--- src/rtl/fetch_unit_if.sv ---
// fetch_unit_if: control, ROM read port and instruction handshake of the fetch stage
interface fetch_unit_if #(
  parameter int ADDR_W = 5,
  parameter int INST_W = 10
);
  logic start;
  logic halt;
  logic jump;
  logic [ADDR_W-1:0] jump_addr;
  logic [ADDR_W-1:0] a_rom;
  logic [INST_W-1:0] rom_q;
  logic rom_rd;
  logic [INST_W-1:0] inst;
  logic [ADDR_W-1:0] inst_pc;
  logic inst_valid;
  logic inst_ready;
  logic running;
  modport master (
    input start, halt, jump, jump_addr, rom_q, inst_ready,
    output a_rom, rom_rd, inst, inst_pc, inst_valid, running
  );
  modport slave (
    output start, halt, jump, jump_addr, rom_q, inst_ready,
    input a_rom, rom_rd, inst, inst_pc, inst_valid, running
  );
endinterface

--- src/rtl/fetch_unit.sv ---
// fetch_unit: program counter, ROM read sequencing and prefetch FIFO feeding the control unit
module fetch_unit #(
  parameter int ADDR_W = 5,
  parameter int INST_W = 10,
  parameter int DEPTH = 2
) (
  input logic clock,
  input logic reset,
  fetch_unit_if.master bus
);
  localparam int CW = $clog2(DEPTH + 1);
  typedef enum logic [1:0] {IDLE, RUN, HALTED} state_t;
  state_t state, state_nxt;
  logic [ADDR_W-1:0] fetch_pc, fetch_pc_nxt, inflight_pc;
  logic inflight;
  logic [CW-1:0] count, count_nxt, wr_idx;
  logic [CW:0] occ;
  logic [ADDR_W-1:0] mem_pc [DEPTH];
  logic [ADDR_W-1:0] mem_pc_nxt [DEPTH];
  logic [INST_W-1:0] mem_inst [DEPTH];
  logic [INST_W-1:0] mem_inst_nxt [DEPTH];
  logic run, valid, flush, start_ok, accept, push, rd;
  assign run = state == RUN;
  assign valid = count != '0;
  assign flush = run && (bus.halt || bus.jump);
  assign start_ok = bus.start && !run && !bus.halt;
  assign accept = valid && bus.inst_ready;
  // occupancy counts the read already on its way so the FIFO can never overflow
  assign occ = {1'b0, count} + (CW+1)'(inflight) - (CW+1)'(accept);
  assign rd = run && !bus.halt && !bus.jump && occ < (CW+1)'(DEPTH);
  assign push = inflight && run && !flush;
  assign wr_idx = count - CW'(accept);
  assign bus.a_rom = fetch_pc;
  assign bus.rom_rd = rd;
  assign bus.inst = mem_inst[0];
  assign bus.inst_pc = mem_pc[0];
  assign bus.inst_valid = valid;
  assign bus.running = run;
  always_comb begin
    state_nxt = (run && bus.halt) ? HALTED : start_ok ? RUN : state;
    fetch_pc_nxt = (run && bus.halt) ? fetch_pc :
                   (run && bus.jump) ? bus.jump_addr :
                   start_ok ? '0 :
                   rd ? fetch_pc + 1'b1 : fetch_pc;
    count_nxt = flush ? '0 : count - CW'(accept) + CW'(push);
    mem_pc_nxt = mem_pc;
    mem_inst_nxt = mem_inst;
    // the head only shifts when a successor exists, so an emptied FIFO keeps showing its last word
    if (!flush && accept && count > CW'(1))
      for (int i = 0; i < DEPTH - 1; i++) begin
        mem_pc_nxt[i] = mem_pc[i+1];
        mem_inst_nxt[i] = mem_inst[i+1];
      end
    if (push)
      for (int i = 0; i < DEPTH; i++)
        if (CW'(i) == wr_idx) begin
          mem_pc_nxt[i] = inflight_pc;
          mem_inst_nxt[i] = bus.rom_q;
        end
  end
  always_ff @(posedge clock or negedge reset) begin
    if (!reset) begin
      state <= IDLE;
      fetch_pc <= '0;
      inflight <= 1'b0;
      inflight_pc <= '0;
      count <= '0;
      for (int i = 0; i < DEPTH; i++) begin
        mem_pc[i] <= '0;
        mem_inst[i] <= '0;
      end
    end else begin
      state <= state_nxt;
      fetch_pc <= fetch_pc_nxt;
      inflight <= rd;
      inflight_pc <= fetch_pc;
      count <= count_nxt;
      mem_pc <= mem_pc_nxt;
      mem_inst <= mem_inst_nxt;
    end
  end
endmodule

--- src/flat_wrapper.sv ---
// flat-port wrapper written by rule: the top's interface ports become plain ports
module fetch_unit_flat 
#(
  parameter int ADDR_W = 5,
  parameter int INST_W = 10,
  parameter int DEPTH = 2
)
  (clock, reset, bus_start, bus_halt, bus_jump, bus_jump_addr, bus_rom_q, bus_inst_ready, bus_a_rom, bus_rom_rd, bus_inst, bus_inst_pc, bus_inst_valid, bus_running);
  fetch_unit_if #(.ADDR_W(ADDR_W), .INST_W(INST_W)) bus_i ();
  input logic clock;
  input logic reset;
  input wire logic [$bits(bus_i.start)-1:0] bus_start;
  input wire logic [$bits(bus_i.halt)-1:0] bus_halt;
  input wire logic [$bits(bus_i.jump)-1:0] bus_jump;
  input wire logic [$bits(bus_i.jump_addr)-1:0] bus_jump_addr;
  input wire logic [$bits(bus_i.rom_q)-1:0] bus_rom_q;
  input wire logic [$bits(bus_i.inst_ready)-1:0] bus_inst_ready;
  output wire logic [$bits(bus_i.a_rom)-1:0] bus_a_rom;
  output wire logic [$bits(bus_i.rom_rd)-1:0] bus_rom_rd;
  output wire logic [$bits(bus_i.inst)-1:0] bus_inst;
  output wire logic [$bits(bus_i.inst_pc)-1:0] bus_inst_pc;
  output wire logic [$bits(bus_i.inst_valid)-1:0] bus_inst_valid;
  output wire logic [$bits(bus_i.running)-1:0] bus_running;
  assign bus_i.start = bus_start;
  assign bus_i.halt = bus_halt;
  assign bus_i.jump = bus_jump;
  assign bus_i.jump_addr = bus_jump_addr;
  assign bus_i.rom_q = bus_rom_q;
  assign bus_i.inst_ready = bus_inst_ready;
  assign bus_a_rom = bus_i.a_rom;
  assign bus_rom_rd = bus_i.rom_rd;
  assign bus_inst = bus_i.inst;
  assign bus_inst_pc = bus_i.inst_pc;
  assign bus_inst_valid = bus_i.inst_valid;
  assign bus_running = bus_i.running;
  fetch_unit #(.ADDR_W(ADDR_W), .INST_W(INST_W), .DEPTH(DEPTH)) u_core (.clock(clock), .reset(reset), .bus(bus_i));
endmodule
--- config.mk ---
export PLATFORM = sky130hd
export DESIGN_NAME = fetch_unit_flat
export DESIGN_NICKNAME = d
export VERILOG_FILES = /design/src/rtl/fetch_unit_if.sv /design/src/rtl/fetch_unit.sv /design/src/flat_wrapper.sv
export SDC_FILE = /design/constraint.sdc
export NUM_CORES = 1
export LEC_CHECK = 0
export CAP_MARGIN = 20
export CORE_UTILIZATION = 35
export DETAILED_ROUTE_END_ITERATION = 6
export GPL_TIMING_DRIVEN = 0
export PLACE_DENSITY = 0.66
export SYNTH_ARGS = -nofsm -noshare
export SYNTH_HDL_FRONTEND = slang
export SYNTH_SLANG_ARGS = --single-unit
--- constraint.sdc ---
create_clock -name clock -period 3.65 [get_ports clock]
set_clock_uncertainty 0.1 [all_clocks]
set_input_delay 0.5475 -clock clock [delete_from_list [all_inputs] [get_ports clock]]
set_output_delay 0.5475 -clock clock [all_outputs]
set_load 0.02 [all_outputs]
Yosys cells after proc, flatten, opt, wreduce, memory -nomap -nowiden
Index checks and enable logic that the tools add are counted.

Input bits: 21. Memories: 0. ROM bits: 0. Output and inout bits: 23. Word-level logic and storage cells: 57. Memory bits (writable): 0. Bits in registers: 45. Latch bits: 0.

Magnitude comparators: 2. Mux-type cells: 14. $add $sub $neg: 5. Reduce and logical (&&, ||, !) cells: 24. Equality and inequality tests: 2. Bitwise gates (word level): 1. Divide/modulo/power cells: 0. $mul: 0. Shift-type cells: 0.

Operators by type and width (number): 10-bit 2-to-1 mux (4); 5-bit 2-to-1 mux (6); 20-bit 2-to-1 mux (1); 1-bit logical AND (13); 2-bit 2-to-1 mux (3); 5-bit by 1-bit adder with 5-bit output (second input constant) (1); 1-bit zero test (4); 2-bit AND reduction (2); 2-bit nonzero test (2); 2-bit by 1-bit adder with 3-bit output (1); 3-bit by 2-bit less-than comparator with 1-bit output (second input constant) (1); 3-bit nonzero test (1); 3-bit by 1-bit subtractor with 3-bit output (1); 2-bit by 1-bit adder with 2-bit output (1); 1-bit by 2-bit == test with 1-bit output (first input constant) (1); 2-bit by 1-bit == test with 1-bit output (second input constant) (1); 2-bit by 1-bit > comparator with 1-bit output (second input constant) (1); 2-bit zero test (1); 2-bit by 1-bit subtractor with 2-bit output (1); 1-bit logical OR (1); 1-bit inverter (1).

Longest topological paths before layout
Gate-level depths: netlist of run 1.

Word-level depth: 8. Gate-level depth with buffers: 10. Mapped depth without buffers: 9.

Worst setup path after synthesis of run 1
Ideal clock, no wire load.

Kind: flip-flop to flip-flop. From: register u_core.count[1]. To: register u_core.fetch_pc[1] (netlist: u_core.bus.a_rom[1]). Buffers on the path: 1. Cell stages (with the launch flop): 11. Period minus slack after synthesis: 3.055 ns. Path slack: 0.595 ns. Library setup time: 0.125 ns. Data arrival time: 2.830 ns. Data required time: 3.425 ns. Cell sequence: dfrtp_1 > or2_2 > and2_1 > ha_1 > nand2b_1 > fa_1 > xnor2_1 > a211oi_2 > or3_1 > clkbuf_2 > mux2_4.

Longest elaborated chain between the ends: 7. Elaborated cells on any way between the ends: 8. Classes of those cells: 2 x add/sub; 1 x order compare; 5 x reduce/logical.

Ends and longest elaborated chain: start: declaration (line fetch_unit.sv:16) `logic [CW-1:0] count, count_nxt, wr_idx;`; start signal: assignment (line fetch_unit.sv:77) `count <= count_nxt;`; 2-bit nonzero test (line fetch_unit.sv:24) `assign valid = count != '0;`; via bus_inst_valid (line flat_wrapper.sv:22) `output wire logic [$bits(bus_i.inst_valid)-1:0] bus_inst_valid;`; 1-bit logical AND (line fetch_unit.sv:27) `assign accept = valid && bus.inst_ready;`; 3-bit by 1-bit subtractor with 3-bit output (line fetch_unit.sv:29) `assign occ = {1'b0, count} + (CW+1)'(inflight) - (CW+1)'(accept);`; 3-bit by 2-bit less-than comparator with 1-bit output (line fetch_unit.sv:30) `assign rd = run && !bus.halt && !bus.jump && occ < (CW+1)'(DEPTH);`; 1-bit logical AND (line fetch_unit.sv:30); 3-bit nonzero test (no line); 2-bit AND reduction (no line); end signal: assignment (line fetch_unit.sv:74) `fetch_pc <= fetch_pc_nxt;`; end: declaration (line fetch_unit.sv:14) `logic [ADDR_W-1:0] fetch_pc, fetch_pc_nxt, inflight_pc;`.

The timed path passes the listed nets, and every way through them passes these cells. A chain may end at the register's enable or synchronous reset.

Final worst setup path of run 1
From: register u_core.count[1]. To: output bus_rom_rd.

Longest elaborated chain between the ends: 5. Elaborated cells on any way between the ends: 6. Classes of those cells: 2 x add/sub; 1 x order compare; 3 x reduce/logical.

Ends and longest elaborated chain: parallel branches: the longest is 2 deep, another holds 2-bit by 1-bit adder with 3-bit output; 3-bit by 1-bit subtractor with 3-bit output (*) (line fetch_unit.sv:29); 3-bit by 2-bit less-than comparator with 1-bit output (*) (line fetch_unit.sv:30); 1-bit logical AND (*) (line fetch_unit.sv:30); end: declaration (line flat_wrapper.sv:19) `output wire logic [$bits(bus_i.rom_rd)-1:0] bus_rom_rd;`.

Mark *: on every way between the ends.

==> impl_metrics.env, run 1 <==
export IMPL_outcome="finished, final reports clean"
export IMPL_synthesis_area_um2=2240
export IMPL_nFillCells=566
export IMPL_numCtsBuffers=5
export IMPL_hold_path_class="input port to async pin"
export IMPL_r2r_end="u_core.bus.a_rom[1]$_DFFE_PN0P_"
export IMPL_synthTopCellsByCount="dfrtp_1, nor2_1, a21oi_1"
export IMPL_io_buffers=42
export IMPL_maxSlewViolCount=0
export IMPL_hold_buffers=0
export IMPL_synth_edf_count=0
export IMPL_synth_seq_cells=45
export IMPL_setup_violations=0
export IMPL_ios=44
export IMPL_dp_cells=306
export IMPL_maxCapViolations=0
export IMPL_grt_start_max_net_pins=32
export IMPL_ys_warn_count=0
export IMPL_post_cts_setup_buffer_count=0
export IMPL_grt_pass1_vias=1467
export IMPL_vias_per_cell=4.71
export IMPL_endpoint_kind="output pin"
export IMPL_routed_wl_um=4190
export IMPL_fp_row_count=28
export IMPL_setup_slack_ns=0.303
export IMPL_synth_area_leaders="dfrtp_1, mux2_4, mux2i_1"
export IMPL_cts_resized=1
export IMPL_drtPass1Iterations=4
export IMPL_ys_seq_area_share_pct=50.3
export IMPL_cp_startpoint="u_core.count[1]$_DFF_PN0_"
export IMPL_clk_pin_slew_worst_paths_ns=0.08
export IMPL_finalNonFillerCells=314
export IMPL_synth_largest_area_cell="dfrtp_1"
export IMPL_r2r_start="u_core.count[1]$_DFF_PN0_"
export IMPL_place_congestion=0.744
export IMPL_dp_slack_ns=-0.00818
export IMPL_period_needed_ns=3.35
export IMPL_vias=1480
export IMPL_antenna_found_initial=0
export IMPL_finalCritPeriodShare_pct=91.7
export IMPL_cts_sinks=45
export IMPL_ant_nets=0
export IMPL_startpoint_type="flip-flop"
export IMPL_powerDensity_nw_per_um2=518
export IMPL_rr_worst_depth=10
export IMPL_num_nets_final=264
export IMPL_drcViolationCount=0
export IMPL_synth_top_area_share_pct=50.3
export IMPL_cp_endpoint="bus_rom_rd"
export IMPL_wire_per_inst_um=13.3
export IMPL_required_ns=3.00
export IMPL_yosysMostFrequentCell="dfrtp_1"
export IMPL_worstMarginPinSlew_ns=0.474
export IMPL_die_y_um=82.0
export IMPL_clock_path_buffers=2
export IMPL_grt_overflow=0
export IMPL_synthToLayoutAreaGrowth_pct=27.0
export IMPL_hold_viol=0
export IMPL_core_um2=6060
export IMPL_r2r_slack_ns=0.48
export IMPL_setup_tns_final_ns=0
export IMPL_dieArea_um2=6720
export IMPL_synthCells=188
export IMPL_synthFlopType="dfrtp_1"
export IMPL_p_leak_nw=1.36
export IMPL_cts_tree="done"
export IMPL_async_flop_share_pct=100
export IMPL_diodes=0
export IMPL_synthesis_nets=214
export IMPL_drive_gt1_share_pct=22.2
export IMPL_initial_core_util_pct=36.9
export IMPL_synth_avg_cell_area_um2=11.9
export IMPL_ys_types=37
export IMPL_die_w_um=82.0
export IMPL_hpwl_um=3010
export IMPL_htree_levels=2
export IMPL_fmax_ghz=0.299
export IMPL_cp_arrival_ns=2.70
export IMPL_slew_headroom_pct=68.4
export IMPL_cts_root_buf="clkbuf_8"
export IMPL_drtIter0Drc=93
export IMPL_track_usage_pct=13.9
export IMPL_clk_latency_ns=0.30
export IMPL_vdd_drop_max_v=0.000250
export IMPL_critical_path_class="flip-flop to output pin"
export IMPL_grt_pass1_wl_um=6950
export IMPL_rsz0062_at_grt="false"
export IMPL_crit_fanout=5
==> stage by stage <==
stage	total power [mW]	util, %	hold WS [ns]	area, um^2
after floorplan	0.996	-	0.152	2240
after global placement	1.18	45.4	0.333	2750
after detailed placement	1.19	45.7	0.332	2770
after CTS	1.50	47.0	0.0528	2850
after global routing	1.57	46.9	0.0688	2840
final	1.47	46.9	0.0513	2840
==> worst min-delay path by stage <==
stage / start / end / slack (ns)
final: reset / u_core.bus.inst[6]$_DFF_PN0_ / 0.05
after global routing: reset / u_core.bus.inst[6]$_DFF_PN0_ / 0.07
after CTS: reset / u_core.bus.inst[6]$_DFF_PN0_ / 0.05
after detailed placement: u_core.bus.a_rom[4]$_DFFE_PN0P_ / u_core.inflight_pc[4]$_DFF_PN0_ / 0.33
after global placement: u_core.bus.a_rom[4]$_DFFE_PN0P_ / u_core.inflight_pc[4]$_DFF_PN0_ / 0.33
after floorplan: reset / u_core.bus.a_rom[0]$_DFFE_PN0P_ / 0.15
==> logic make-up (layout without fill, tap and decap cells) <==
family / count (synthesis) / after routing / synth area share, %
compound gates: 31 / 31 / 9.00
xor+xnor: 3 / 3 / 1.17
fa+ha+maj: 5 / 5 / 3.13
buf+inv: 34 / 85 / 9.50
flops: 45 / 45 / 50.3
mux: 32 / 32 / 17.0
simple gates: 38 / 38 / 9.84
==> placed cells by master (no fill, tap or decap), drive strengths merged, types with 4 or more instances in the layout <==
| cell type | synthesis | routed |
|---|---|---|
| dfrtp | 45 | 45 |
| clkdlybuf4s50 | 0 | 40 |
| nor2 | 23 | 23 |
| buf | 20 | 22 |
| a21oi | 18 | 18 |
| mux2i | 16 | 16 |
| mux2 | 16 | 16 |
| clkbuf | 4 | 13 |
| inv | 10 | 10 |
| ha | 4 | 4 |
==> flip-flops by register name (all words and copies together), names as in the netlist <==
| name | flops |
|---|---|
| u_core.inflight | 1 |
| u_core.state | 2 |
| u_core.bus.inst | 10 |
| u_core.mem_pc | 5 |
| u_core.count | 2 |
| u_core.bus.inst_pc | 5 |
| u_core.mem_inst | 10 |
| u_core.inflight_pc | 5 |
| u_core.bus.a_rom | 5 |
==> per-layer routing <==
metal | up-vias | global-route usage [%] | part of all wire [%]
li1 | 730 | - | -
met1 | 689 | 17.8 | 47
met2 | 55 | 21.7 | 43
met3 | 6 | 5.22 | 7.8
met4 | 0 | 4.21 | 1.3
met5 | - | 0 | 0
==> worst max-delay path, cell delays in order, from the launching register on <==
cell      delay [ns]
dfrtp_1         0.47
or2_2           0.33
and2_1          0.19
ha_1            0.28
nand2b_1        0.15
fa_1            0.37
xnor2_1         0.21
and3_1          0.22
clkbuf_2        0.18
==> cell type report <==
| cell class | instances | area, um^2 | share of cell area, % |
|---|---|---|---|
| Sequential cell | 45 | 1130 | 39.6 |
| Timing Repair Buffer | 43 | 430 | 15.1 |
| Buffer | 24 | 175 | 6.16 |
| Tap cell | 75 | 93.8 | 3.30 |
| Clock buffer | 8 | 80.1 | 2.82 |
| Inverter | 10 | 37.5 | 1.32 |
| Multi-Input combinational cell | 109 | 900 | 31.6 |
==> report_power, final <==
part           internal [mW]  switching [mW]
sequential             0.586          0.0826
combinational          0.264           0.247
clock                  0.136           0.157
total                  0.986           0.487
Note: power is estimated with default switching activity, not from simulation.
==> run 2: changes to the inputs <==
Settings changed: CAP_MARGIN 20 to 0.
==> results of run 2 <==
No change in the layout: final DEF, timing and power equal those of run 1.
